`config.mk`:
```
export PLATFORM = sky130hd
export DESIGN_NAME = sevenseg_scan_ctrl
export DESIGN_NICKNAME = d
export VERILOG_FILES = /design/src/rtl/sevenseg_scan_ctrl.sv
export SDC_FILE = /design/constraint.sdc
export NUM_CORES = 1
export LEC_CHECK = 0
export CORE_ASPECT_RATIO = 0.8
export CORE_UTILIZATION = 29
export CTS_CLUSTER_SIZE = 14
export DETAILED_ROUTE_END_ITERATION = 8
export GPL_ROUTABILITY_DRIVEN = 0
export PLACE_DENSITY_LB_ADDON = 0.25
export SYNTH_ARGS = -nofsm -noshare
export SYNTH_HDL_FRONTEND = slang
export SYNTH_SLANG_ARGS = --single-unit
```
`constraint.sdc`:
```
create_clock -name clk -period 3.45 [get_ports clk]
set_input_delay 0.8625 -clock clk [delete_from_list [all_inputs] [get_ports clk]]
set_output_delay 0.8625 -clock clk [all_outputs]
set_load 0.05 [all_outputs]
```
`src/rtl/sevenseg_scan_ctrl.sv`:
```
// Multiplexed seven-segment scan controller: one shared nibble decoder,
// blanking gap between digits, frame-synchronous double buffering.
module sevenseg_scan_ctrl #(
    parameter int NUM_DIGITS     = 4,
    parameter int CLK_DIV        = 1000,
    parameter int BLANK_CYCLES   = 16,
    parameter int DIG_ACTIVE_LOW = 1
) (
    input  logic                    clk,
    input  logic                    rst_n,
    input  logic                    enable,
    input  logic                    load,
    input  logic [4*NUM_DIGITS-1:0] value_in,
    input  logic [NUM_DIGITS-1:0]   dp_in,
    input  logic                    lz_blank_en,
    output logic [3:0]              nibble_out,
    output logic                    dp_out,
    output logic                    blank_out,
    output logic [NUM_DIGITS-1:0]   dig_sel,
    output logic                    frame_done
);

    localparam int CNT_MAX = (CLK_DIV > BLANK_CYCLES) ? CLK_DIV : BLANK_CYCLES;
    localparam int CNT_W   = (CNT_MAX > 1) ? $clog2(CNT_MAX) : 1;
    localparam int IDX_W   = $clog2(NUM_DIGITS);
    localparam int VW      = 4 * NUM_DIGITS;

    localparam logic [CNT_W-1:0] BLANK_LAST = CNT_W'(BLANK_CYCLES - 1);
    localparam logic [CNT_W-1:0] SHOW_LAST  = CNT_W'(CLK_DIV - 1);
    localparam logic [IDX_W-1:0] IDX_LAST   = IDX_W'(NUM_DIGITS - 1);
    localparam logic             INACT      = (DIG_ACTIVE_LOW != 0);

    typedef enum logic [1:0] {
        IDLE  = 2'd0,
        BLANK = 2'd1,
        SHOW  = 2'd2
    } state_t;

    state_t                state_q, state_d;
    logic [IDX_W-1:0]      idx_q, idx_d;
    logic [CNT_W-1:0]      cnt_q, cnt_d;
    logic [VW-1:0]         pend_val_q, pend_val_d;
    logic [NUM_DIGITS-1:0] pend_dp_q, pend_dp_d;
    logic                  pend_valid_q, pend_valid_d;
    logic [VW-1:0]         disp_val_q, disp_val_d;
    logic [NUM_DIGITS-1:0] disp_dp_q, disp_dp_d;
    logic [NUM_DIGITS-1:0] mask_q, mask_d;
    logic [3:0]            nibble_q, nibble_d;
    logic                  dp_q, dp_d;
    logic                  blank_q, blank_d;
    logic [NUM_DIGITS-1:0] dig_sel_q, dig_sel_d;
    logic                  frame_done_q, frame_done_d;
    logic [NUM_DIGITS-1:0] sel_onehot;

    // Blank from the top digit down while nibble and dp are both zero.
    function automatic logic [NUM_DIGITS-1:0] lz_mask(
        input logic [VW-1:0]         val,
        input logic [NUM_DIGITS-1:0] dp,
        input logic                  en
    );
        logic [NUM_DIGITS-1:0] m;
        logic                  run;
        m   = '0;
        run = en;
        for (int i = NUM_DIGITS - 1; i > 0; i--) begin
            if (run && (val[4*i +: 4] == 4'h0) && !dp[i])
                m[i] = 1'b1;
            else
                run = 1'b0;
        end
        return m;
    endfunction

    always_ff @(posedge clk) begin
        if (!rst_n) begin
            state_q      <= IDLE;
            idx_q        <= '0;
            cnt_q        <= '0;
            pend_val_q   <= '0;
            pend_dp_q    <= '0;
            pend_valid_q <= 1'b0;
            disp_val_q   <= '0;
            disp_dp_q    <= '0;
            mask_q       <= '0;
            nibble_q     <= 4'h0;
            dp_q         <= 1'b0;
            blank_q      <= 1'b1;
            dig_sel_q    <= {NUM_DIGITS{INACT}};
            frame_done_q <= 1'b0;
        end else begin
            state_q      <= state_d;
            idx_q        <= idx_d;
            cnt_q        <= cnt_d;
            pend_val_q   <= pend_val_d;
            pend_dp_q    <= pend_dp_d;
            pend_valid_q <= pend_valid_d;
            disp_val_q   <= disp_val_d;
            disp_dp_q    <= disp_dp_d;
            mask_q       <= mask_d;
            nibble_q     <= nibble_d;
            dp_q         <= dp_d;
            blank_q      <= blank_d;
            dig_sel_q    <= dig_sel_d;
            frame_done_q <= frame_done_d;
        end
    end

    always_comb begin
        state_d      = state_q;
        idx_d        = idx_q;
        cnt_d        = cnt_q;
        frame_done_d = 1'b0;
        if (!enable) begin
            state_d = IDLE;
            idx_d   = '0;
            cnt_d   = '0;
        end else begin
            unique case (state_q)
                IDLE: begin
                    state_d      = BLANK;
                    idx_d        = '0;
                    cnt_d        = '0;
                    frame_done_d = 1'b1;
                end
                BLANK: begin
                    if (cnt_q == BLANK_LAST) begin
                        state_d = SHOW;
                        cnt_d   = '0;
                    end else begin
                        cnt_d = cnt_q + 1'b1;
                    end
                end
                SHOW: begin
                    if (cnt_q == SHOW_LAST) begin
                        state_d = BLANK;
                        cnt_d   = '0;
                        if (idx_q == IDX_LAST) begin
                            idx_d        = '0;
                            frame_done_d = 1'b1;
                        end else begin
                            idx_d = idx_q + 1'b1;
                        end
                    end else begin
                        cnt_d = cnt_q + 1'b1;
                    end
                end
                default: begin
                    state_d = IDLE;
                    idx_d   = '0;
                    cnt_d   = '0;
                end
            endcase
        end
    end

    // The frame_done cycle is the commit cycle; a load landing in it bypasses pending.
    always_comb begin
        pend_val_d   = pend_val_q;
        pend_dp_d    = pend_dp_q;
        pend_valid_d = pend_valid_q;
        disp_val_d   = disp_val_q;
        disp_dp_d    = disp_dp_q;
        mask_d       = mask_q;
        if (frame_done_q) begin
            if (load) begin
                disp_val_d = value_in;
                disp_dp_d  = dp_in;
            end else if (pend_valid_q) begin
                disp_val_d = pend_val_q;
                disp_dp_d  = pend_dp_q;
            end
            pend_valid_d = 1'b0;
            mask_d       = lz_mask(disp_val_d, disp_dp_d, lz_blank_en);
        end else if (load) begin
            pend_val_d   = value_in;
            pend_dp_d    = dp_in;
            pend_valid_d = 1'b1;
        end
    end

    // The nibble is preloaded during BLANK so it never moves while a digit is lit.
    always_comb begin
        nibble_d   = 4'h0;
        dp_d       = 1'b0;
        blank_d    = 1'b1;
        sel_onehot = '0;
        unique case (state_d)
            BLANK: begin
                nibble_d = disp_val_d[4*idx_d +: 4];
                dp_d     = disp_dp_d[idx_d];
            end
            SHOW: begin
                nibble_d          = disp_val_d[4*idx_d +: 4];
                dp_d              = disp_dp_d[idx_d];
                blank_d           = mask_d[idx_d];
                sel_onehot[idx_d] = 1'b1;
            end
            default: begin
            end
        endcase
        dig_sel_d = sel_onehot ^ {NUM_DIGITS{INACT}};
    end

    assign nibble_out = nibble_q;
    assign dp_out     = dp_q;
    assign blank_out  = blank_q;
    assign dig_sel    = dig_sel_q;
    assign frame_done = frame_done_q;

endmodule

```
# Word-level counts from Yosys, hierarchy flattened
# Index checks and enable logic that the tools add are counted.
# totals
word_cells	86
regBits	70
output_inout_bits	11
input_bits	25
# op_classes
addsub	2
shifts	1
n_bitwise	3
mux	37
reduce_logical	20
eq_ne	7
magnitude_cmp	2
# ops
operator	n
16-bit two-way mux	4
4-bit two-way mux	6
10-bit two-way mux	2
10-bit case mux with 2 select lines	1
16-bit by 5-bit indexed part select with 4-bit output	1
4-bit zero test	3
1-bit two-way mux	12
2-bit two-way mux	6
10-bit by 1-bit adder with 10-bit output (second input constant)	1
10-bit == test (second input constant)	1
10-bit by 4-bit == test with 1-bit output (second input constant)	1
2-bit AND reduction	4
1-bit logical AND	7
2-bit == test (second input constant)	3
2-bit case mux with 3 select lines	1
1-bit binary-select mux with 2-bit select	2
2-bit by 1-bit == test with 1-bit output (second input constant)	2
4-bit NOT	1
2-bit case mux with 2 select lines	1
2-bit OR reduction	2
1-bit zero test	3
2-bit by 3-bit < comparator with 1-bit output (second input constant)	1
2-bit by 1-bit adder with 2-bit output (second input constant)	1
1-bit demux with 2-bit select	1
other kinds (4)	5

# Depth between registers and ports, before layout
# Gate-level depths: netlist (run 1).
# logic_depth
depth_word	18
ltp_mapped	10
mapped_depth_nobuf	10

# Least setup slack after synthesis (run 1)
# Ideal clock, no wire load.
# synth_path
kind	input port to flip-flop
startpoint	input load
endpoint	register blank_q, in the netlist blank_out
required_time_ns	3.392
setup_time_ns	0.058
n_path_buf	2
slack_ns	0.996
cell_stages	7
arrival_ns	2.396
path_cell_list	clkbuf_1 clkbuf_1 o21ai_0 o41ai_1 o22ai_2 a2111oi_0 or3_1
# synth_between
elab_chain_len	17
elab_cells_between_ends	26
classes_between	14 x mux; 12 x reduce/logical
# synth_lines
element	line_no	text
start: declaration	12	input logic load,
16-bit two-way mux	165	if (load) begin
16-bit two-way mux	164	if (frame_done_q) begin
4-bit zero test	66	if (run && (val[4*i +: 4] == 4'h0) && !dp[i])
1-bit logical AND (2 in a row)	66	
1-bit two-way mux	66	
1-bit two-way mux	164	
1-bit logical AND (2 in a row)	66	
1-bit two-way mux	66	
1-bit two-way mux	164	
1-bit logical AND (2 in a row)	66	
1-bit two-way mux	66	
4-bit two-way mux (*)	164	
1-bit binary-select mux with 2-bit select (*)	195	blank_d = mask_d[idx_d];
1-bit two-way mux (implied by the code) (*)	195	
end signal: assignment	102	blank_q <= blank_d;
end: declaration	50	logic blank_q, blank_d;
# Mark *: on every way between the ends. The rest lies on a longest branch, timed or not. The select of a mux whose other input is x is not followed.
# A chain may end at the register's enable or synchronous reset.

# Final worst setup path (run 1)
# Same ends and word-level chain as after synthesis.

==> reports/metrics.cfg, run 1 <==
[power]
power_density_mw_per_mm2=524.8
swShare_pct=24.67
power.leakage_nw=1.486
p_clk_share_pct=49.9
combPwrFrac_pct=10.3
switchingPower_mw=0.5378
peakVddDrop_mv=0.2268
seqPwrFrac_pct=39.8
p_int_mw=1.643

[route]
via_per_inst=5.462
drc=0
drt-initial-drc-count=295
drtPass1Iterations=7
ant_nets=0
wl_per_cell_um=16.29
vias=3272
routed_wl_mm=9.760

[yosys]
yosysSeqAreaShare_pct=42.25
synth.top_cell.area_share_pct=42.25
syn_avg_cell_area_um2=7.879
yosysMostFrequentCell=dfxtp_1
async_flop_share_pct=0
yosys-top-cells-area=dfxtp_1 (42%), a21oi_1 (7.8%), nand2_1 (6.9%), o22ai_1 (5.1%), nor2_1 (4.6%)
ys_top_cells_by_count=dfxtp_1 (70), nand2_1 (61), a21oi_1 (52)
synthCells=421
synth_edf_count=0
yosys.area.top_type=dfxtp_1
ys_ff_latch=70
netlist_area_mm2=0.003317
yosysUniqueCellTypes=49
ys.flop_type=dfxtp_1
yosys_warnings=0
postSynthNetCount=453

[die]
die_area_mm2=0.01187
initial_core_util_pct=30.10
die_h_um=97.66
rows=34
die_w_um=121.6
io-pin-count=36
core_mm2=0.01102

[timing]
finalMaxSlewViolations=0
fin_tns_setup_ns=0
tightest_slew_ns=0.9299
max_freq_ghz=0.3538
min_period_ns=2.827
hold_viol_final=0
hold_slack_ns=0.4466
skew_ns=0.005615
rsz0062_at_grt=false
final.period_utilization_pct=81.93
setup_viol=0
relSlewSlack_pct=38.01

[hold_path]
hp-class=reg -> reg

[critical_path]
crit_type=in -> reg
critPathLaunchType=primary input
critPathCaptureType=flop
crit_fanout=21
critPathArrivalTime_ns=3.11
required_ns=3.73

[finish]
drive_above_1_share_pct=7.033
multi_input_comb_area_mm2=0.001775
seq_area_mm2=0.001401
nets=482
n_antenna_cell=0
n_fill_cell=1103
area_growth_pct=25.27

[clock_network]
tritoncts=yes
cts.sinks=70
ctsHoldBuffers=0
clockRootBuffer=clkbuf_16
path_clk_slew_ns=0.06
cts_resized=0
clockBufferDepth=2
cts_buffers=9
post-cts-setup-buffers=0
h-tree-depth=3
clkLatencyLatePin_ns=0.34

[placed_design]
port_buffers=35
place_hpwl_mm=6.812

[grt]
grt_remaining_overflow=0
grt_pass1_vias=2911
grt_usage_pct=17.19
antenna_found_initial=0
grt_first_pass_wirelength_mm=15.57
grt_max_degree=35

[status]
outcome=complete, no violations

[job]
cap_violations=0

-- final cells by class --
class	count	share of cell area [%]
flip-flops and latches	70	33.72
well taps	144	4.336
inverters	9	0.8130
clock buffers	9	5.420
clock inverters	7	2.921
multi-input cells	316	42.73
repair buffers	44	10.06
-- worst max-delay path, stage by stage --
cell and delay, ns:
clkdlybuf4s50_1 0.40, buf_4 0.21, buf_4 0.18, nand2_1 0.05
o21ai_0 0.19, o41ai_1 0.56, o22ai_2 0.14, a2111oi_0 0.36
or3_1 0.15
-- layer usage --
| metal | track usage (%) | wire (um) |
|---|---|---|
| met5 | 0 | 0 |
| met4 | 7.312 | 272 |
| met3 | 5.223 | 769 |
| met2 | 22.60 | 3775 |
| met1 | 25.23 | 4941 |
-- cells by family after synthesis --
family	synth area share, %
buffers and inverters	4.225
AND/OR/NAND/NOR	24.63
multiplexers	1.811
adder cells (fa/ha/maj)	2.640
AO/OA/AOI/OAI	22.33
flip-flops	42.25
XOR/XNOR	2.112
-- power by group through the flow --
stage / Combinational, mW / Clock (mW) / Sequential [mW]
2_1_floorplan: 0.138 / 0 / 0.878
3_3_place_gp: 0.220 / 0 / 0.885
3_5_place_dp: 0.221 / 0 / 0.885
4_1_cts: 0.222 / 1.10 / 0.867
5_1_grt: 0.246 / 1.14 / 0.872
6_report: 0.224 / 1.09 / 0.869
-- cell usage in the layout (no fill, tap or decap), types with 2 or more instances in the layout --
master and instances:
or3_1 2, and3_1 4, clkbuf_16 9, o21ai_0 17, ha_1 7, inv_1 8
clkinv_4 2, a221o_1 2, a22o_1 2, a31oi_1 5, a221oi_1 5, dfxtp_1 70
nand3_1 16, o22ai_1 27, bufinv_16 3, a21oi_1 52, and2_1 16, nand2b_1 7
mux2i_1 6, nor2b_1 2, nor3_1 7, clkdlybuf4s50_1 35, buf_4 9, xnor2_1 7
nor3b_1 2, nor4_1 5, nor2_1 41, nand2_1 61, nand4_1 2
-- path summary, 6_finish.rpt --
| kind | startpoint | to | slack (ns) | cells after the start |
|---|---|---|---|---|
| min | cnt_q[0]$_SDFF_PN0_ | cnt_q[0]$_SDFF_PN0_ | 0.45 | 1 |
| max reg2reg | cnt_q[0]$_SDFF_PN0_ | dp_out$_SDFF_PN0_ | 0.86 | 11 |
| max | load | blank_out$_SDFF_PN1_ | 0.62 | 9 |
| min reg2reg | cnt_q[0]$_SDFF_PN0_ | cnt_q[0]$_SDFF_PN0_ | 0.45 | 1 |
-- flip-flops by register name (all words and copies together) (netlist names) --
register / cells
disp_val_q: 16
pend_val_q: 16
cnt_q: 10
dig_sel: 4
disp_dp_q: 4
mask_q: 4
nibble_out: 4
pend_dp_q: 4
idx_q: 2
state_q: 2
blank_out: 1
dp_out: 1
frame_done: 1
pend_valid_q: 1
-- per-stage QoR --
step,setup WS [ns],utilization (%),instances,power [mW],instance area [um^2]
2_1_floorplan,0.9956,-,421,1.015,3317
3_3_place_gp,0.3764,34.57,583,1.105,3809
3_5_place_dp,0.3544,34.57,583,1.106,3809
4_1_cts,0.6594,37.71,599,2.194,4155
5_1_grt,0.5551,37.71,599,2.260,4155
6_report,0.6233,37.71,599,2.181,4155
No activity file was read; power rests on OpenSTA's default activity.
==> inputs of run 2 (changes only) <==
clock period = 2.7 ns   (was 3.45 ns; I/O delays follow)
==> reports/metrics.cfg, run 2 (same netlist as run 1, synthesis figures left out) <==
[route]
drt-initial-drc-count=215  ; was 295
vias=3209  ; was 3272
drtPass1Iterations=5  ; was 7
via_per_inst=5.201  ; was 5.462
routed_wl_mm=9.635  ; was 9.760 mm
drc=0  ; unchanged
wl_per_cell_um=15.62  ; was 16.29 um
ant_nets=0  ; unchanged

[timing]
hold_viol_final=0  ; unchanged
final.period_utilization_pct=93.60
skew_ns=0.007574  ; was 0.005615 ns
tightest_slew_ns=0.7912  ; was 0.9299 ns
finalMaxSlewViolations=0  ; unchanged
setup_viol=0  ; unchanged
rsz0062_at_grt=false  ; unchanged
relSlewSlack_pct=47.13  ; was 38.01%
min_period_ns=2.527
max_freq_ghz=0.3957

[critical_path]
crit_fanout=5  ; was 21
slowest_stage=nor3_2  ; was o41ai_1
cpMostUsedCell=ha_1  ; was buf_4
required_ns=2.94  ; was 3.73 ns
critPathCaptureType=flop  ; unchanged
critPathArrivalTime_ns=2.77  ; was 3.11 ns
critPathMaxStageDelay_ns=0.43  ; was 0.56 ns
path_cells=ha_1 > nand4_1 > nor3_2 > nor2b_1 > o21ai_0 > a21oi_1 > ha_1 > nor2_1 > nand3_1 > o22ai_1  ; was clkdlybuf4s50_1 > buf_4 > buf_4 > nand2_1 > o21ai_0 > o41ai_1 > o22ai_2 > a2111oi_0 > or3_1
crit_type=reg -> reg  ; was in -> reg
critPathLaunchType=flop  ; was primary input

[grt]
grt_pass1_vias=2959  ; was 2911
grt_remaining_overflow=0  ; unchanged
grt_max_degree=35  ; unchanged
antenna_found_initial=0  ; unchanged
grt_usage_pct=16.68  ; was 17.19%
grt_first_pass_wirelength_mm=15.32  ; was 15.57 mm

[placed_design]
port_buffers=35  ; unchanged
post-place-cells=602  ; was 583
place_hpwl_mm=6.950  ; was 6.812 mm
dpl_cell_area_mm2=0.003961  ; was 0.003809 mm^2

[finish]
layout_common_cells=dfxtp_1 (70), nand2_1 (61), a21oi_1 (52)  ; unchanged
n_antenna_cell=0  ; unchanged
fin_cells=617  ; was 599
fin_area_mm2=0.004252  ; was 0.004155 mm^2
utilization_pct=38.59  ; was 37.71%
nets=501  ; was 482
drive_above_1_share_pct=10.99  ; was 7.033%
layout_commonest_cell=dfxtp_1  ; unchanged
reg_top3=disp_val_q (16), pend_val_q (16), cnt_q (10)  ; unchanged
area_growth_pct=28.18  ; was 25.27%

[die]
die_area_mm2=0.01187  ; unchanged
io-pin-count=36  ; unchanged
core_mm2=0.01102  ; unchanged
die_h_um=97.66  ; unchanged
rows=34  ; unchanged
die_w_um=121.6  ; unchanged
initial_core_util_pct=30.10  ; unchanged

[status]
outcome=complete, no violations  ; unchanged

[power]
power.leakage_nw=1.549  ; was 1.486 nW
fin_total_pwr_mw=2.574  ; was 2.181 mW
peakVddDrop_mv=0.3787  ; was 0.2268 mV
power_density_mw_per_mm2=605.4  ; was 524.8 mW/mm^2

[clock_network]
cts_buffers=9  ; unchanged
cts.sinks=70  ; unchanged
clkLatencyLatePin_ns=0.33  ; was 0.34 ns
h-tree-depth=3  ; unchanged
clockBufferDepth=2  ; unchanged
path_clk_slew_ns=0.06  ; about the same
post-cts-setup-buffers=0  ; unchanged
tritoncts=yes  ; unchanged
clockRootBuffer=clkbuf_16  ; unchanged

[job]
cap_violations=0  ; unchanged

[hold_path]
hp-class=reg -> reg  ; unchanged

==> run 2: cell types whose count changed in the layout (fill, tap and decap cells not counted), sizes merged <==
cell,previous run,this run
buf,9,29
bufinv,3,1
clkinvlp,0,2
clkdlybuf4s50,35,34
inv,9,8
==> run 2: through the flow <==
| step | setup slack, ns | setup TNS [ns] | hold slack (ns) |
|---|---|---|---|
| final | 0.1727 | 0 | 0.4452 |
| after global routing | 0.01134 | 0 | 0.4637 |
| after CTS | 0.1734 | 0 | 0.4474 |
| after detailed placement | -0.002325 | -0.002325 | 0.4361 |
| after global placement | 0.01183 | 0 | 0.4243 |
| after floorplan | 0.4331 | 0 | 0.4132 |
==> run 2: timing repair <==
| item | in CTS | in global routing |
|---|---|---|
| setup endpoints to repair | 0 | 1 |
| hold buffers | 0 | 0 |
| gates resized for setup | 0 | 1 |
==> run 2: worst paths after layout <==
kind,from,endpoint,slack [ns],depth (start not counted)
setup / recovery,cnt_q[0]$_SDFF_PN0_,nibble_out[0]$_SDFF_PN0_,0.17,10
hold / removal,mask_q[0]$_SDFF_PN0_,mask_q[0]$_SDFF_PN0_,0.45,2
setup reg to reg,cnt_q[0]$_SDFF_PN0_,nibble_out[0]$_SDFF_PN0_,0.17,10
hold reg to reg,mask_q[0]$_SDFF_PN0_,mask_q[0]$_SDFF_PN0_,0.45,2
==> run 2: cell type report <==
type	count	area [um^2]
inverter	9	33.78
clock inverter	6	63.81
clock buffer	9	225.2
fill	1109	6766
sequential	70	1401
tap	144	180.2
multi-input combinational	316	1777
timing repair buffer	63	570.5
==> run 2: where the power goes <==
group,internal (mW),switching (mW)
sequential,1.07,0.0339
clock,0.707,0.444
combinational,0.143,0.175
==> run 2: metal layers <==
metal	routed length, um	track usage (%)	vias to the layer above
met5	0	0	-
met4	112	5.033	0
met3	558	3.580	12
met2	3884	22.51	118
met1	5080	25.69	1490
li1	-	-	1589
==> run 2: worst max-delay path: cells and delay by family, from the launching register on <==
kind | cells | cell delay (ns)
fa+ha+maj | 2 | 0.50
flops | 1 | 0.35
simple gates | 5 | 1.10
compound gates | 3 | 0.50
